--- src/rtl/sm_seq_divider.sv ---
// sm_seq_divider: multi-cycle sign-magnitude divider, restoring algorithm,
// one quotient bit per clock.
//
// Ports:
//   clk            rising-edge clock
//   rst            asynchronous active-high reset
//   start          request a division; only sampled while idle
//   a, b           dividend and divisor, sign-magnitude, sign in bit W-1
//   busy           operation in progress, including the done cycle
//   done           one-cycle pulse when quo/rem/divbyzeroflag are updated
//   quo, rem       2W-1 bit sign-magnitude results, magnitude zero-extended
//   divbyzeroflag  last completed operation had a zero-magnitude divisor
module sm_seq_divider #(
   parameter int unsigned W = 3
) (
   input  logic           clk,
   input  logic           rst,
   input  logic           start,
   input  logic [W-1:0]   a,
   input  logic [W-1:0]   b,
   output logic           busy,
   output logic           done,
   output logic [2*W-2:0] quo,
   output logic [2*W-2:0] rem,
   output logic           divbyzeroflag
);

   localparam int unsigned M  = W - 1;
   localparam int unsigned CW = $clog2(W);
   localparam logic [CW-1:0] CntInit = CW'(M);
   localparam logic [CW-1:0] CntLast = CW'(1);

   typedef enum logic [1:0] {StIdle, StRun, StDone} state_e;

   state_e           state_q, state_d;
   logic [CW-1:0]    cnt_q, cnt_d;
   // Dividend magnitude shifts out MSB-first; quotient bits shift in at the LSB,
   // so after M steps this register holds the quotient magnitude.
   logic [M-1:0]     dvd_q, dvd_d;
   logic [M-1:0]     dvs_q, dvs_d;
   logic [M-1:0]     prem_q, prem_d;
   logic             qsign_q, qsign_d;
   logic             rsign_q, rsign_d;
   logic [2*W-2:0]   quo_q, quo_d;
   logic [2*W-2:0]   rem_q, rem_d;
   logic             dbz_q, dbz_d;

   logic [M:0]       shifted;
   logic [M:0]       diff;
   logic             qbit;
   logic [M-1:0]     prem_step;
   logic [M-1:0]     quo_step;

   // Zero magnitude always yields an all-zero word, so no negative zero escapes.
   function automatic logic [2*W-2:0] fmt(input logic s, input logic [M-1:0] mag);
      if (mag == '0) begin
         return '0;
      end
      return {s, {M{1'b0}}, mag};
   endfunction

   // One restoring step. The partial remainder is always below the divisor, so
   // the M+1 bit difference has its sign bit set exactly when the subtract borrows.
   always_comb begin
      shifted   = {prem_q, dvd_q[M-1]};
      diff      = shifted - {1'b0, dvs_q};
      qbit      = ~diff[M];
      prem_step = qbit ? diff[M-1:0] : shifted[M-1:0];
      quo_step  = {dvd_q[M-2:0], qbit};
   end

   always_comb begin
      state_d = state_q;
      cnt_d   = cnt_q;
      dvd_d   = dvd_q;
      dvs_d   = dvs_q;
      prem_d  = prem_q;
      qsign_d = qsign_q;
      rsign_d = rsign_q;
      quo_d   = quo_q;
      rem_d   = rem_q;
      dbz_d   = dbz_q;
      unique case (state_q)
         StIdle: begin
            if (start) begin
               dvd_d   = a[M-1:0];
               dvs_d   = b[M-1:0];
               qsign_d = a[W-1] ^ b[W-1];
               rsign_d = a[W-1];
               cnt_d   = CntInit;
               prem_d  = '0;
               if (b[M-1:0] == '0) begin
                  quo_d   = '0;
                  rem_d   = '0;
                  dbz_d   = 1'b1;
                  state_d = StDone;
               end else begin
                  state_d = StRun;
               end
            end
         end
         StRun: begin
            prem_d = prem_step;
            dvd_d  = quo_step;
            cnt_d  = cnt_q - CntLast;
            if (cnt_q == CntLast) begin
               quo_d   = fmt(qsign_q, quo_step);
               rem_d   = fmt(rsign_q, prem_step);
               dbz_d   = 1'b0;
               state_d = StDone;
            end
         end
         StDone: begin
            state_d = StIdle;
         end
         default: begin
            state_d = StIdle;
         end
      endcase
   end

   always_ff @(posedge clk or posedge rst) begin
      if (rst) begin
         state_q <= StIdle;
         cnt_q   <= '0;
         dvd_q   <= '0;
         dvs_q   <= '0;
         prem_q  <= '0;
         qsign_q <= 1'b0;
         rsign_q <= 1'b0;
         quo_q   <= '0;
         rem_q   <= '0;
         dbz_q   <= 1'b0;
      end else begin
         state_q <= state_d;
         cnt_q   <= cnt_d;
         dvd_q   <= dvd_d;
         dvs_q   <= dvs_d;
         prem_q  <= prem_d;
         qsign_q <= qsign_d;
         rsign_q <= rsign_d;
         quo_q   <= quo_d;
         rem_q   <= rem_d;
         dbz_q   <= dbz_d;
      end
   end

   assign busy          = (state_q != StIdle);
   assign done          = (state_q == StDone);
   assign quo           = quo_q;
   assign rem           = rem_q;
   assign divbyzeroflag = dbz_q;

endmodule

--- config.mk ---
export PLATFORM = sky130hd
export DESIGN_NAME = sm_seq_divider
export DESIGN_NICKNAME = d
export VERILOG_FILES = /design/src/rtl/sm_seq_divider.sv
export SDC_FILE = /design/constraint.sdc
export NUM_CORES = 1
export LEC_CHECK = 0
export ABC_CLOCK_PERIOD_IN_PS = 2650
export CAP_MARGIN = 5
export CORE_MARGIN = 3
export CORE_UTILIZATION = 48
export DETAILED_ROUTE_END_ITERATION = 7
export GPL_TIMING_DRIVEN = 0
export PLACE_DENSITY = 0.77
export SLEW_MARGIN = 20
export SYNTH_ARGS = -nofsm -noshare
export SYNTH_HDL_FRONTEND = slang
export SYNTH_SLANG_ARGS = --single-unit
--- constraint.sdc ---
create_clock -name clk -period 2.65 [get_ports clk]
set_input_delay 0.265 -clock clk [delete_from_list [all_inputs] [get_ports clk]]
set_output_delay 0.265 -clock clk [all_outputs]
set_load 0.05 [all_outputs]
==> summary.md <==
| Metric | Value |
|---|---|
| Reg2Reg Launch Point | `dvd_q[1]` |
| Setup TNS | `0 ps` |
| Period Utilization, post-route | `85.3%` |
| Number of synthesized flops with an enable pin | `0` |
| Initial DRC count | `9` |
| Min-delay worst type | `in -> async` |
| Critical path buffer and inverter count | `2` |
| Share of cells above drive strength 1 | `13.0%` |
| GR Util All Layers | `16.1%` |
| Status | `completed` |
| CP cell instances | `clkbuf_1 > or2_2 > clkdlybuf4s50_1` |
| RSZ-0062 raised after global routing | `false` |
| Seq pwr share | `32.3%` |
| Gate power share | `58.5%` |
| Worst VDD drop | `0.691 mV` |
| Crit path capture | `busy` |
| Detail Placement HPWL | `1.38 mm` |
| Detailed Route WL | `1.78 mm` |
| Kind of critical path | `reg -> out` |
| DIE HEIGHT | `50.8 um` |
| Pre-CTS setup slack | `606 ps` |
| # nets final | `128` |
| Sw Share | `45.7%` |
| Maximum clock rate | `442 MHz` |
| Cell count along the critical path | `3` |
| # H-tree levels | `1` |
| Arrival @ worst endpoint | `2000 ps` |
| Routed WL per cell | `12.7 um` |
| Slew of the pin with the lowest slew margin | `712 ps` |
| Final antenna-violating net count | `0` |
| Fin. Hold Viols | `0` |
| Worst setup margin | `388 ps` |
| Drt first pass iters | `4` |
| Largest area contributor in the netlist | `dfrtp_1` |
| # port buffers | `17` |
| Yosys warnings | `0` |
| Clock buffer depth | `2` |
| R2R depth | `7` |
| Pin count of the biggest net entering global routing | `20` |
| Final worst path period need | `2260 ps` |
| GPL Wtd Cong | `0.789` |
| Static leakage | `0.000539 uW` |
| Cell family with most CP delay | `buffers and inverters` |
| Root Buffer Master | `clkbuf_4` |
| Yosys cell types | `34` |
| First-pass GRT wire length | `3.13 mm` |
| CTS tree | `yes` |
| Relative slew slack | `52.5%` |
| Core area | `0.00180 mm2` |
| Area delta synth->final | `24.9%` |
| Total gr overflow | `0` |
| Endpoints failing setup | `0` |
| Skew final | `3.91 ps` |
| Post-route DRC | `0` |
| Internal | `860 uW` |
| Initial antenna violation count | `0` |
| Crit start category | `flip-flop` |
| Vias in the first global route | `765` |
| Die X | `50.8 um` |
| Worst R2R End | `rem[0]` |
| Die area | `0.00258 mm2` |
| P_sw | `725 uW` |
| Max stage delay on crit path | `790 ps` |
| Clock sink count | `19` |
| Cell Pwr Density | `1320 mW/mm2` |
| Critical Path Slowest Stage Cell | `clkdlybuf4s50_1` |
| WP data required | `2380 ps` |
| Number of fillers in the final layout | `156` |
| Via count | `704` |
| CP Max Fanout | `10` |
| Num CTS Buffers | `3` |
| Crit path from | `state_q[0]` |
| Mapped Cells | `91` |
| CTS Hold Bufs | `0` |
| Clk Latency, worst-skew pair | `290 ps` |
| Most common cell in the netlist | `dfrtp_1` |
| Crit end category | `primary output` |
| Async SR Flop Fraction | `100%` |
| Dominant cells by area after synthesis | `dfrtp_1 (49%), mux2i_1 (4.2%), inv_1 (3.9%)` |
| Post-CTS setup buffers | `0` |
| # IOs | `22` |
| Cts repair resizes | `0` |
| Max-slew violation count | `0` |
| FF-to-FF setup slack | `600 ps` |
| Max cap viols | `0` |
| Post-synth top cells | `dfrtp_1 (19), inv_1 (10), nand2_1 (7), o21ai_0 (7)` |
| Syn Area/Cell | `10.6 um2` |
| Synthesized cell area | `963 um2` |
| Total power draw | `1580 uW` |
| Top FF cell, synth | `dfrtp_1` |
| Clock-pin slew on the worst setup and hold paths | `110 ps` |
| Post-synthesis sequential area ratio | `49.4%` |
| Post-synth top area share | `49.4%` |
| Num rows | `15` |
| Clock power share | `9.1%` |
| Initial Util | `53.5%` |
| #FFs+latches synth | `19` |
| Antenna Cells | `0` |
| Via-to-Cell Ratio | `5.03` |
==> area by class of cell <==
cell class | instances | area [um2] | area share, %
buffer | 6 | 37.5 | 3.12
clock buffer | 3 | 22.5 | 1.87
clock inverter | 1 | 5.00 | 0.416
inverter | 10 | 37.5 | 3.12
multi-input combinational | 59 | 424 | 35.2
sequential | 19 | 475 | 39.5
tap | 25 | 31.3 | 2.60
timing repair buffer | 17 | 170 | 14.1
==> placed cells by master (no fill, tap or decap), types with 2 or more instances in the layout <==
| cell type | instances |
|---|---|
| a21oi_1 | 3 |
| buf_4 | 4 |
| clkbuf_1 | 2 |
| clkbuf_4 | 3 |
| clkdlybuf4s50_1 | 17 |
| conb_1 | 4 |
| dfrtp_1 | 19 |
| ha_1 | 2 |
| inv_1 | 10 |
| mux2_2 | 3 |
| mux2i_1 | 4 |
| nand2_1 | 7 |
| nor2_1 | 3 |
| nor2b_1 | 2 |
| nor3b_1 | 2 |
| o21ai_0 | 7 |
| o22ai_1 | 2 |
| xnor2_1 | 2 |
==> sequential cells by signal (all words and copies together) (netlist names) <==
| signal | cells |
|---|---|
| qsign_q | 1 |
| dvs_q | 2 |
| prem_q | 2 |
| dvd_q | 2 |
| rsign_q | 1 |
| state_q | 2 |
| rem | 3 |
| quo | 3 |
| cnt_q | 2 |
| divbyzeroflag | 1 |
==> power by group through the flow <==
| stage | Clock (uW) | Combinational, uW | Sequential, uW |
|---|---|---|---|
| after floorplan | 0 | 557 | 645 |
| after global placement | 0 | 906 | 510 |
| after detailed placement | 0 | 934 | 518 |
| after global routing | 160 | 1010 | 528 |
| final | 144 | 928 | 512 |
| after CTS | 152 | 936 | 512 |
==> cell families (layout without fill, tap and decap cells) <==
kind of cell | Yosys count | in the layout | share of synthesized area, %
flops | 19 | 19 | 49.4
xor+xnor | 3 | 3 | 2.73
fa+ha+maj | 3 | 3 | 4.67
buf+inv | 16 | 37 | 7.79
compound gates | 18 | 18 | 12.2
simple gates | 23 | 23 | 13.6
mux | 8 | 8 | 9.22
other cells | 1 | 4 | 0.389
==> through the flow <==
step,cells,util (%),hold slack [ps],instance area [um2]
2_1_floorplan,94,-,216,975
3_3_place_gp,136,65.3,473,1180
3_5_place_dp,136,65.3,491,1180
4_1_cts,140,66.8,398,1200
5_1_grt,140,66.8,442,1200
6_report,140,66.8,376,1200
==> worst min path at each step <==
stage / endpoint / slack, ps / depth (start not counted)
3_5_place_dp: divbyzeroflag / 490 / 1
6_report: rem[1] / 380 / 2
4_1_cts: rem[1] / 400 / 2
5_1_grt: prem_q[1] / 440 / 2
3_3_place_gp: divbyzeroflag / 470 / 1
2_1_floorplan: cnt_q[0] / 220 / 1
==> routing by layer <==
| metal | part of all wire, % | global-route usage, % |
|---|---|---|
| met1 | 45 | 19.5 |
| met2 | 51 | 27.6 |
| met3 | 3.8 | 2.97 |
| met4 | 0.73 | 6.73 |
| met5 | 0 | 0 |
==> worst register-to-register path, cell delays in order (launching register included) <==
cell	delay, ps
dfrtp_1	430
inv_1	70
ha_1	140
inv_1	50
fa_1	410
xnor2_1	400
mux2i_1	170
mux2_4	280
Note: power is estimated with default switching activity, not from simulation.
